--- src/rtl/agnus_dma_arbiter.sv ---
// agnus_dma_arbiter
// Chip-bus DMA slot arbiter. One slot is one CCK (two clk7_en ticks).
// Odd CCKs carry fixed slots (refresh, disk, audio, sprite). A fixed slot
// that is not used, and every even CCK, is a free slot. Free slots go to
// bitplane > copper > blitter > CPU. A starvation counter lets the CPU
// win over the blitter after CPU_STARVE_MAX lost free slots.
// Build option: define AGNUS_BLTPRI_EN to honour bltpri. When bltpri is high
// the starvation override is disabled. Without the macro, bltpri is ignored.
// Slot map note: audio channel 3 owns CCK 0x15. Sprite DMA therefore uses
// the odd CCKs 0x17..0x33.

module agnus_dma_arbiter #(
    parameter int CPU_STARVE_MAX = 3
) (
    input  logic       clk,
    input  logic       reset_n,
    input  logic       clk7_en,
    input  logic [8:0] hpos,
    input  logic       dmaen,
    input  logic       req_dsk,
    input  logic [3:0] req_aud,
    input  logic       req_spr,
    input  logic       req_bpl,
    input  logic       req_cop,
    input  logic       req_blt,
    input  logic       req_cpu,
    input  logic       bltpri,
    output logic [7:0] gnt,
    output logic [2:0] owner,
    output logic [1:0] aud_chan,
    output logic       bus_busy
);

    localparam int SW = (CPU_STARVE_MAX < 1) ? 1 : $clog2(CPU_STARVE_MAX + 1);
    localparam logic [SW-1:0] STARVE_MAX = SW'(CPU_STARVE_MAX);

    localparam logic [2:0] OWN_REF  = 3'd0;
    localparam logic [2:0] OWN_DSK  = 3'd1;
    localparam logic [2:0] OWN_AUD  = 3'd2;
    localparam logic [2:0] OWN_SPR  = 3'd3;
    localparam logic [2:0] OWN_BPL  = 3'd4;
    localparam logic [2:0] OWN_COP  = 3'd5;
    localparam logic [2:0] OWN_BLT  = 3'd6;
    localparam logic [2:0] OWN_IDLE = 3'd7;

    logic [7:0]    cck;
    logic [7:0]    aud_off;
    logic [1:0]    aud_idx;
    logic          decide;
    logic          slot_ref;
    logic          slot_dsk;
    logic          slot_aud;
    logic          slot_spr;
    logic          blt_nasty;
    logic          cpu_override;
    logic          free_slot;
    logic [7:0]    nxt_gnt;
    logic [2:0]    nxt_owner;
    logic [1:0]    nxt_aud;
    logic [SW-1:0] starve;
    logic [SW-1:0] nxt_starve;

    assign cck     = hpos[8:1];
    assign decide  = clk7_en & ~hpos[0];
    assign aud_off = cck - 8'h0F;
    assign aud_idx = aud_off[2:1];

    assign slot_ref = cck[0] && (cck <= 8'h07);
    assign slot_dsk = cck[0] && (cck >= 8'h09) && (cck <= 8'h0D);
    assign slot_aud = cck[0] && (cck >= 8'h0F) && (cck <= 8'h15);
    assign slot_spr = cck[0] && (cck >= 8'h17) && (cck <= 8'h33);

`ifdef AGNUS_BLTPRI_EN
    assign blt_nasty = bltpri;
`else
    // bltpri is deliberately ignored in this build.
    assign blt_nasty = bltpri & 1'b0;
`endif

    assign cpu_override = (starve == STARVE_MAX) && !blt_nasty;

    // Pick the owner of the slot starting at this decision tick.
    always_comb begin
        nxt_gnt   = 8'h00;
        nxt_owner = OWN_IDLE;
        nxt_aud   = aud_chan;
        free_slot = 1'b0;
        if (slot_ref) begin
            nxt_gnt[OWN_REF] = 1'b1;
            nxt_owner        = OWN_REF;
        end else if (slot_dsk && dmaen && req_dsk) begin
            nxt_gnt[OWN_DSK] = 1'b1;
            nxt_owner        = OWN_DSK;
        end else if (slot_aud && dmaen && req_aud[aud_idx]) begin
            nxt_gnt[OWN_AUD] = 1'b1;
            nxt_owner        = OWN_AUD;
            nxt_aud          = aud_idx;
        end else if (slot_spr && dmaen && req_spr) begin
            nxt_gnt[OWN_SPR] = 1'b1;
            nxt_owner        = OWN_SPR;
        end else begin
            free_slot = 1'b1;
            if (dmaen && req_bpl) begin
                nxt_gnt[OWN_BPL] = 1'b1;
                nxt_owner        = OWN_BPL;
            end else if (dmaen && req_cop && !cck[0]) begin
                nxt_gnt[OWN_COP] = 1'b1;
                nxt_owner        = OWN_COP;
            end else if (dmaen && req_blt && !(req_cpu && cpu_override)) begin
                nxt_gnt[OWN_BLT] = 1'b1;
                nxt_owner        = OWN_BLT;
            end else if (req_cpu) begin
                nxt_gnt[7] = 1'b1;
                nxt_owner  = OWN_IDLE;
            end
        end
    end

    // Count free slots the CPU lost to the blitter; saturate, never wrap.
    always_comb begin
        nxt_starve = starve;
        if (!req_cpu || (free_slot && nxt_gnt[7])) begin
            nxt_starve = '0;
        end else if (free_slot && nxt_gnt[OWN_BLT] && (starve != STARVE_MAX)) begin
            nxt_starve = starve + SW'(1);
        end
    end

    // Register the grant at each decision tick; hold it through the second half.
    always_ff @(posedge clk or negedge reset_n) begin
        if (!reset_n) begin
            gnt      <= 8'h00;
            owner    <= OWN_IDLE;
            aud_chan <= 2'd0;
            starve   <= '0;
        end else if (decide) begin
            gnt      <= nxt_gnt;
            owner    <= nxt_owner;
            aud_chan <= nxt_aud;
            starve   <= nxt_starve;
        end
    end

    assign bus_busy = |gnt[6:0];

endmodule
--- config.mk ---
export PLATFORM = sky130hd
export DESIGN_NAME = agnus_dma_arbiter
export DESIGN_NICKNAME = d
export VERILOG_FILES = /design/src/rtl/agnus_dma_arbiter.sv
export SDC_FILE = /design/constraint.sdc
export NUM_CORES = 1
export LEC_CHECK = 0
export ABC_AREA = 1
export CAP_MARGIN = 20
export CORE_MARGIN = 5
export CORE_UTILIZATION = 47
export CTS_BUF_LIST = sky130_fd_sc_hd__clkbuf_4 sky130_fd_sc_hd__clkbuf_8
export DETAILED_ROUTE_END_ITERATION = 8
export GPL_ROUTABILITY_DRIVEN = 0
export PLACE_DENSITY = 0.82
export SLEW_MARGIN = 20
export SYNTH_ARGS = -nofsm -noshare
export SYNTH_HDL_FRONTEND = slang
export SYNTH_SLANG_ARGS = --single-unit
--- constraint.sdc ---
create_clock -name clk -period 1.8 [get_ports clk]
set_input_delay 0.36 -clock clk [delete_from_list [all_inputs] [get_ports clk]]
set_output_delay 0.36 -clock clk [all_outputs]
set_load 0.01 [all_outputs]
# Word level (Yosys, flattened, before mapping)
# Index checks and enable logic that the tools add are counted.
# word_totals
reg_bits	15
input_bits	24
output_inout_bits	14
wordCells	80
# op_classes
add_sub_neg	2
magnitude_cmp	8
n_eq_ne	2
n_mux	30
bitwise_logic	4
n_reduce_logical	30
# op_table
operator	n
$logic_and A1 B1 Y1	22
$ge A8 B4 Y1 const B	2
$mux W1	15
$mux W3	5
$mux W2	5
$ge A8 B5 Y1 const B	1
$le A8 B3 Y1 const B	1
$le A8 B4 Y1 const B	1
$le A8 B5 Y1 const B	1
$le A8 B6 Y1 const B	1
$mux W7	1
$reduce_or A7 Y1	1
$mux W6	1
$mux W5	1
$mux W4	1
$reduce_and A4 Y1	1
$logic_not A1 Y1	3
$lt A2 B3 Y1 const B	1
$not A1 Y1	3
$sub A3 B3 Y3 const B	1
$add A2 B1 Y2 const B	1
$bmux W1 S2	1
$eq A2 B2 Y1 const B	1
$ne A2 B2 Y1 const B	1
4 further kinds	4

# Longest topological paths before layout
# Gate-level depths: netlist of the first run.
# logic_depth
depth_word	15
ltp_mapped	14
depth_no_buf	14

# Worst setup path after synthesis of the first run
# OpenSTA, ideal clock, no wires.
# synth_path
kind	input port to flip-flop
startpoint	in hpos[1]
endpoint	reg starve[0]
setup_ns	0.117
arrival_ns	1.532
required_time_ns	1.683
slack_ns	0.152
stages	13
path_cell_list	inv_1 ha_1 inv_1 nand2_1 nand2_1 nor2_4 nor2_4 nand3_4 and2_4 nand4_4 nand2_2 nand2_1 nand2_1
# synth_between
elab_cells_between_ends	42
# synth_lines
element	line_no	source
start, declared	18	input logic [8:0] hpos,
$sub A3 B3 Y3 *	65	assign aud_off = cck - 8'h0F;
net aud_off[1]	47	logic [7:0] aud_off;
$bmux W1 S2 *	94	end else if (slot_aud && dmaen && req_aud[aud_idx]) begin
$mux W1 (implied by the code) *	94	
$logic_and A1 B1 Y1 *	94	
$mux W1 or $mux W5 (tied branches)	94	
$mux W1 or $mux W6 (tied branches)	91	end else if (slot_dsk && dmaen && req_dsk) begin
$mux W1 or $mux W7 (tied branches)	88	if (slot_ref) begin
$logic_and A1 B1 Y1 (on tied branches)	122, 124	
$logic_or A1 B1 Y1 or $logic_and A1 B1 Y1 (tied branches)	122, 124	
$reduce_bool A2 Y1 (no line)	--	
$reduce_and A2 Y1 (no line)	--	
end signal, assigned	140	starve <= nxt_starve;
end, declared	60	logic [SW-1:0] starve;
# Mark *: on every way through the listed nets, which the timed path passes. The rest lies on a longest branch. The select of a mux whose other input is x is not followed.
# A chain may end at the register's enable or synchronous reset.

# Worst setup path in the final report of the first run
# layout_path
startpoint	reg owner[0]
endpoint	out owner[0]
# layout_lines
element	line_no	source
start, declared	29	output logic [2:0] owner,
start signal, assigned	138	owner <= nxt_owner;
# No word-level cell between the ends.

==> flow_metrics.env, run 1 <==
export IMPL_synth_cells=144
export IMPL_power_uw=955
export IMPL_powerDensity_nw_per_um2=544
export IMPL_cp_depth=1
export IMPL_cts_sinks=15
export IMPL_final_hold_viol_count=0
export IMPL_hpwlAfterDp_mm=2.41
export IMPL_yosys_cell_types_count=31
export IMPL_ioPinCount=38
export IMPL_drc=0
export IMPL_viasPerCell=5.00
export IMPL_synth_seq_cells=15
export IMPL_p_leak_uw=0.000848
export IMPL_dp_cells=228
export IMPL_drt_iter0_markers=18
export IMPL_path_cells="clkdlybuf4s50_1"
export IMPL_skew_ns=0.00142
export IMPL_multi_input_area_um2=694
export IMPL_required_ns=1.44
export IMPL_final_nets=236
export IMPL_first_pass_iters=4
export IMPL_synth_seq_area_share=0.340
export IMPL_grt_pass1_wl_mm=5.09
export IMPL_syn_area_per_cell_um2=7.73
export IMPL_die_x_um=58.7
export IMPL_hp_class="in -> async"
export IMPL_crit_family="flip-flops"
export IMPL_setup_viol_count_final=0
export IMPL_ir_worst_vdd_mv=0.436
export IMPL_gr_total_overflow=0
export IMPL_globalRouteTotalUtil=0.190
export IMPL_path_buf_inv=1
export IMPL_routedWlPerCell_um=12.4
export IMPL_clkLatencyLatePin_ns=0.28
export IMPL_dr_total_vias=1174
export IMPL_core_um2=2230
export IMPL_criticalPathCategory="reg -> out"
export IMPL_fillers=153
export IMPL_drive_above_1_share=0.309
export IMPL_worst_pin_slew_ns=0.285
export IMPL_final_cell_mix="43 x nand2_1, 32 x clkdlybuf4s50_1, 23 x buf_4, 15 x inv_1, 12 x dfrtp_1"
export IMPL_fin_crit_sh=0.956
export IMPL_grt_antenna_before_repair=0
export IMPL_arrival_ns=1.36
export IMPL_placementRows=17
export IMPL_cts_tree="yes"
export IMPL_startpoint_type="flop"
export IMPL_wl_mm=2.91
export IMPL_port_buffers=36
export IMPL_grt_max_degree=16
export IMPL_htree_levels=1
export IMPL_critical_path_slowest_cell="dfstp_2"
export IMPL_cp_max_fo=2
export IMPL_diodes=0
export IMPL_drv_cap=0
export IMPL_slew_viol_final=0
export IMPL_initial_core_util=0.499
export IMPL_die_area_um2=3440
export IMPL_ctsRootBufferMaster="clkbuf_4"
export IMPL_synth_nets=172
export IMPL_fmax_ghz=0.581
export IMPL_postRouteAntennaNets=0
export IMPL_seq_area_um2=379
export IMPL_period_minus_slack_ns=1.72
export IMPL_grt_pass1_vias=1244
export IMPL_rsz0062_at_grt="no"
export IMPL_clockBufferDepth=2
export IMPL_cts_buffers=3
export IMPL_cp_end_kind="output port"
export IMPL_clk_pin_slew_worst_paths_ns=0.09
export IMPL_synth_top_area_frac=0.270
export IMPL_synthTopCellsByArea="dfrtp_1 27%, nand2_1 15%, dfstp_2 7.1%, inv_1 6.1%, ha_1 4.5%"
export IMPL_synth_area_um2=1110
export IMPL_outcome="finished, final reports clean"
export IMPL_yosys_area_top_type="dfrtp_1"
export IMPL_max_slew_margin=0.810
export IMPL_layoutNonFillerInstCount=235
export IMPL_syn_to_final_growth_pct=57.8
export IMPL_synth_warnings=0
export IMPL_slowest_delay_ns=0.54
export IMPL_ff2ff_path_depth=7
export IMPL_die_h_um=58.7
export IMPL_layout_commonest_cell="nand2_1"
==> through the flow <==
step                      instance area [um2]  worst slack [ns]  utilization  hold slack, ns  setup TNS (ns)
after floorplan                          1110             0.152            -          0.0644               0
after global placement                   1660            -0.390        0.745           0.458           -3.65
after global routing                     1760           0.00148        0.787           0.401               0
after CTS                                1730            0.0253        0.776           0.391               0
after detailed placement                 1660            -0.494        0.745           0.479           -4.55
final                                    1760            0.0796        0.787           0.413               0
==> kinds of logic after synthesis <==
logic type	count (synthesis)	synth area share
simple gates	87	0.438
buf+inv	22	0.0741
compound gates	16	0.102
flops	15	0.340
fa+ha+maj	4	0.0449
==> cells in the mapped netlist (all sizes together) <==
library cell	n
nand2	50
inv	21
nor2	15
dfrtp	12
nand3	10
o21ai	7
a21oi	6
nand4	6
ha	4
dfstp	3
and2	2
nor3	2
a22o	1
clkbuf	1
nand3b	1
nor4	1
o22ai	1
o31ai	1
==> routing by layer <==
layer  GRT usage  up-vias  share of wire
li1            -      590              -
met1       0.202      541           0.37
met2       0.373       37           0.55
met3      0.0219        6          0.056
met4      0.0777        0          0.021
met5           0        -              0
==> power by group <==
part	switching [uW]	leakage, uW	internal, uW
Clock	107	0.0000184	101
Combinational	165	0.000637	183
Sequential	21.9	0.000193	377
Total	294	0.000848	661
==> layout make-up <==
| cell class | count | share of cell area |
|---|---|---|
| multi-input combinational | 107 | 0.395 |
| inverter | 21 | 0.0449 |
| clock buffer | 4 | 0.0171 |
| sequential | 15 | 0.216 |
| tap | 28 | 0.0199 |
| timing repair buffer | 60 | 0.307 |
==> sequential cells by signal, summed over array words and instances (netlist names) <==
register	count
gnt	8
owner	3
starve	2
aud_chan	2
==> what timing repair did <==
| item | 4_1_cts | 5_1_grt |
|---|---|---|
| pin swaps | 1 | 2 |
| resized for setup | 12 | 4 |
| hold buffers | 0 | 0 |
| buffers inserted | 1 | 2 |
| setup endpoints to repair | 11 | 4 |
==> worst paths after layout <==
check,end,slack (ns),from
setup / recovery,owner[0],0.08,owner[0]
hold reg to reg,owner[2],0.48,owner[2]
hold / removal,gnt[4],0.41,reset_n
max in group asynchronous,owner[1],1.14,reset_n
setup reg to reg,starve[0],0.31,starve[0]
min in group clk,owner[2],0.48,owner[2]
Power figures use the tool's default switching activity.
==> run 2: changes to the inputs <==
- ABC_AREA: 1 -> default
- CORE_MARGIN: 5 -> 3
- CORE_UTILIZATION: 47 -> 44
- PLACE_DENSITY: 0.82 -> 0.81
- clock period: 1.8 -> 1.6 ns (I/O delays scaled with it)
==> flow_metrics.env, run 2 <==
export IMPL_ctsRootBufferMaster="clkbuf_4"
export IMPL_fin_crit_sh=1.06
export IMPL_clkLatencyLatePin_ns=0.29
export IMPL_synthTopCellsByArea="dfrtp_1 31%, dfstp_2 8.2%, nand2_1 8.2%, ha_1 5.2%, o21ai_0 3.6%"
export IMPL_outcome="finished, violations left"
export IMPL_p_sw_frac=0.279
export IMPL_layout_commonest_cell="buf_4"
export IMPL_first_pass_iters=4
export IMPL_p_leak_uw=0.000806
export IMPL_drv_cap=0
export IMPL_hp_class="in -> async"
export IMPL_die_x_um=52.9
export IMPL_clockBufferDepth=2
export IMPL_grt_max_degree=17
export IMPL_fin_ws_ns=-0.0990
export IMPL_die_area_um2=2800
export IMPL_skew_ns=0.00746
export IMPL_ir_worst_vdd_mv=0.421
export IMPL_final_hold_viol_count=0
export IMPL_worst_pin_slew_ns=0.296
export IMPL_viasPerCell=5.54
export IMPL_criticalPathCategory="in -> reg"
export IMPL_fin_area_um2=1710
export IMPL_fillers=104
export IMPL_wl_mm=2.95
export IMPL_synth_cells=103
export IMPL_finalSetupTns_ns=-0.246
export IMPL_synth_top_area_frac=0.310
export IMPL_cts_buffers=3
export IMPL_yosys_area_top_type="dfrtp_1"
export IMPL_grt_antenna_before_repair=0
export IMPL_yosys_cell_types_count=37
export IMPL_htree_levels=1
export IMPL_r2r_start="starve[0]"
export IMPL_rsz0062_at_grt="yes"
export IMPL_final_cell_mix="28 x buf_4, 21 x nand2_1, 20 x clkdlybuf4s50_1, 12 x dfrtp_1"
export IMPL_arrival_ns=1.87
export IMPL_rrSetupSlack_ns=0.32
export IMPL_setup_viol_count_final=6
export IMPL_clk_pin_slew_worst_paths_ns=0.09
export IMPL_globalRouteTotalUtil=0.222
export IMPL_startpoint_type="input pin"
export IMPL_placementRows=16
export IMPL_ioPinCount=38
export IMPL_dp_cells=189
export IMPL_core_um2=2020
export IMPL_synth_seq_cells=15
export IMPL_synth_nets=131
export IMPL_yosys_cell_count_top_type="nand2_1"
export IMPL_hpwlAfterDp_mm=2.24
export IMPL_period_minus_slack_ns=1.70
export IMPL_powerDensity_nw_per_um2=584
export IMPL_synth_ff_type="dfrtp_1"
export IMPL_die_h_um=52.9
export IMPL_cp_end_kind="flop"
export IMPL_max_slew_margin=0.802
export IMPL_synth_seq_area_share=0.392
export IMPL_pre_cts_ws_ns=-0.972
export IMPL_port_buffers=36
export IMPL_syn_area_per_cell_um2=9.39
export IMPL_cts_sinks=15
export IMPL_cts_tree="yes"
export IMPL_r2r_end="owner[0]"
export IMPL_gr_total_overflow=0
export IMPL_layoutNonFillerInstCount=198
export IMPL_required_ns=1.77
export IMPL_largest_register="gnt"
export IMPL_pwr_share_comb=0.327
export IMPL_synth_area_um2=967
export IMPL_drc=0
export IMPL_initial_core_util=0.478
export IMPL_ff2ff_path_depth=6
export IMPL_largest_reg_flops=8
export IMPL_violations="setup timing"
export IMPL_synth_warnings=0
export IMPL_slew_viol_final=0
export IMPL_ys_top_cells_by_count="21 x nand2_1, 12 x dfrtp_1, 7 x o21ai_0"
export IMPL_intPower_uw=720
export IMPL_pwr_share_clk=0.233
export IMPL_top_regs="gnt x8, owner x3"
export IMPL_pwr_share_seq=0.440
export IMPL_diodes=0
export IMPL_final_nets=200
export IMPL_dr_total_vias=1096
export IMPL_drt_iter0_markers=20
export IMPL_fin_util=0.845
export IMPL_syn_to_final_growth_pct=76.6
export IMPL_fmax_ghz=0.589
export IMPL_postCtsHoldBufs=0
export IMPL_routedWlPerCell_um=14.9
export IMPL_grt_pass1_vias=1063
export IMPL_grt_pass1_wl_mm=4.50
export IMPL_power_switching_uw=279
export IMPL_postRouteAntennaNets=0
export IMPL_cp_max_fo=3
export IMPL_synth_edff_count=0
export IMPL_drive_above_1_share=0.386
export IMPL_placed_cell_area_um2=1580
export IMPL_async_flop_share=1.00
run 2: cell count changes after synthesis, sizes merged, moves of 3 or more:
cell / previous run / this run
nand3: 10 / 4
nor2: 15 / 4
o211ai: 0 / 3
o31ai: 1 / 4
nand2b: 0 / 3
a21oi: 6 / 2
nand2: 50 / 21
inv: 21 / 2
run 2: routing by layer:
layer / track usage / share of wire / vias to the layer above / routed length [um]
li1: - / - / 522 / -
met1: 0.218 / 0.37 / 520 / 1090
met2: 0.452 / 0.55 / 44 / 1640
met3: 0.0169 / 0.053 / 10 / 156
met4: 0.106 / 0.023 / 0 / 69
met5: 0 / 0 / - / 0
run 2: cell type report:
cell class                 instances  area (um2)  share of cell area
clock buffer                       4        30.0              0.0176
timing repair buffer              67         626               0.366
sequential                        15         379               0.222
tap                               27        33.8              0.0198
multi-input combinational         83         622               0.364
inverter                           2        17.5              0.0103
run 2: critical path, stage by stage:
cell	delay [ns]
buf_8	0.08
inv_6	0.03
ha_4	0.26
mux4_2	0.50
and3_4	0.20
and3_4	0.19
mux2_4	0.29
run 2: worst max-delay path by stage:
stage          startpoint          end  slack, ns
2_1_floorplan     hpos[8]  aud_chan[0]      -0.25
3_3_place_gp      hpos[1]  aud_chan[0]      -0.92
3_5_place_dp      hpos[1]  aud_chan[0]      -0.97
4_1_cts           hpos[1]  aud_chan[0]      -0.11
5_1_grt           hpos[1]       gnt[5]      -0.14
6_report          hpos[2]  aud_chan[0]       -0.1
run 2: power by group through the flow:
stage,combinational [uW],clock [uW],sequential [uW]
finish,326,233,439
global route,355,254,443
CTS,314,231,439
detailed placement,314,0,445
global placement,302,0,442
floorplan,108,0,452
run 2: stage by stage:
step           power, uW  hold WS, ns
4_1_cts              984        0.349
6_report             998        0.339
5_1_grt             1050        0.351
2_1_floorplan        559       0.0244
3_3_place_gp         744        0.445
3_5_place_dp         759        0.454
run 2: timing repair:
| action | CTS | global route |
|---|---|---|
| setup endpoints to repair | 19 | 17 |
| pin swaps | 8 | 9 |
| resized for setup | 39 | 16 |
| hold endpoints to repair | 0 | 0 |
| buffers inserted | 3 | 2 |
run 2: cells by family (layout without fill, tap and decap cells):
group | after synthesis | after routing | share of synthesized area
AOI/OAI and AO/OA | 23 | 23 | 0.176
adders and majority gates | 4 | 4 | 0.0517
muxes | 3 | 3 | 0.0543
buffers and inverters | 5 | 73 | 0.0233
and+or+nand+nor | 51 | 51 | 0.285
DFF | 15 | 15 | 0.392
xor gates and xnor gates | 2 | 2 | 0.0181
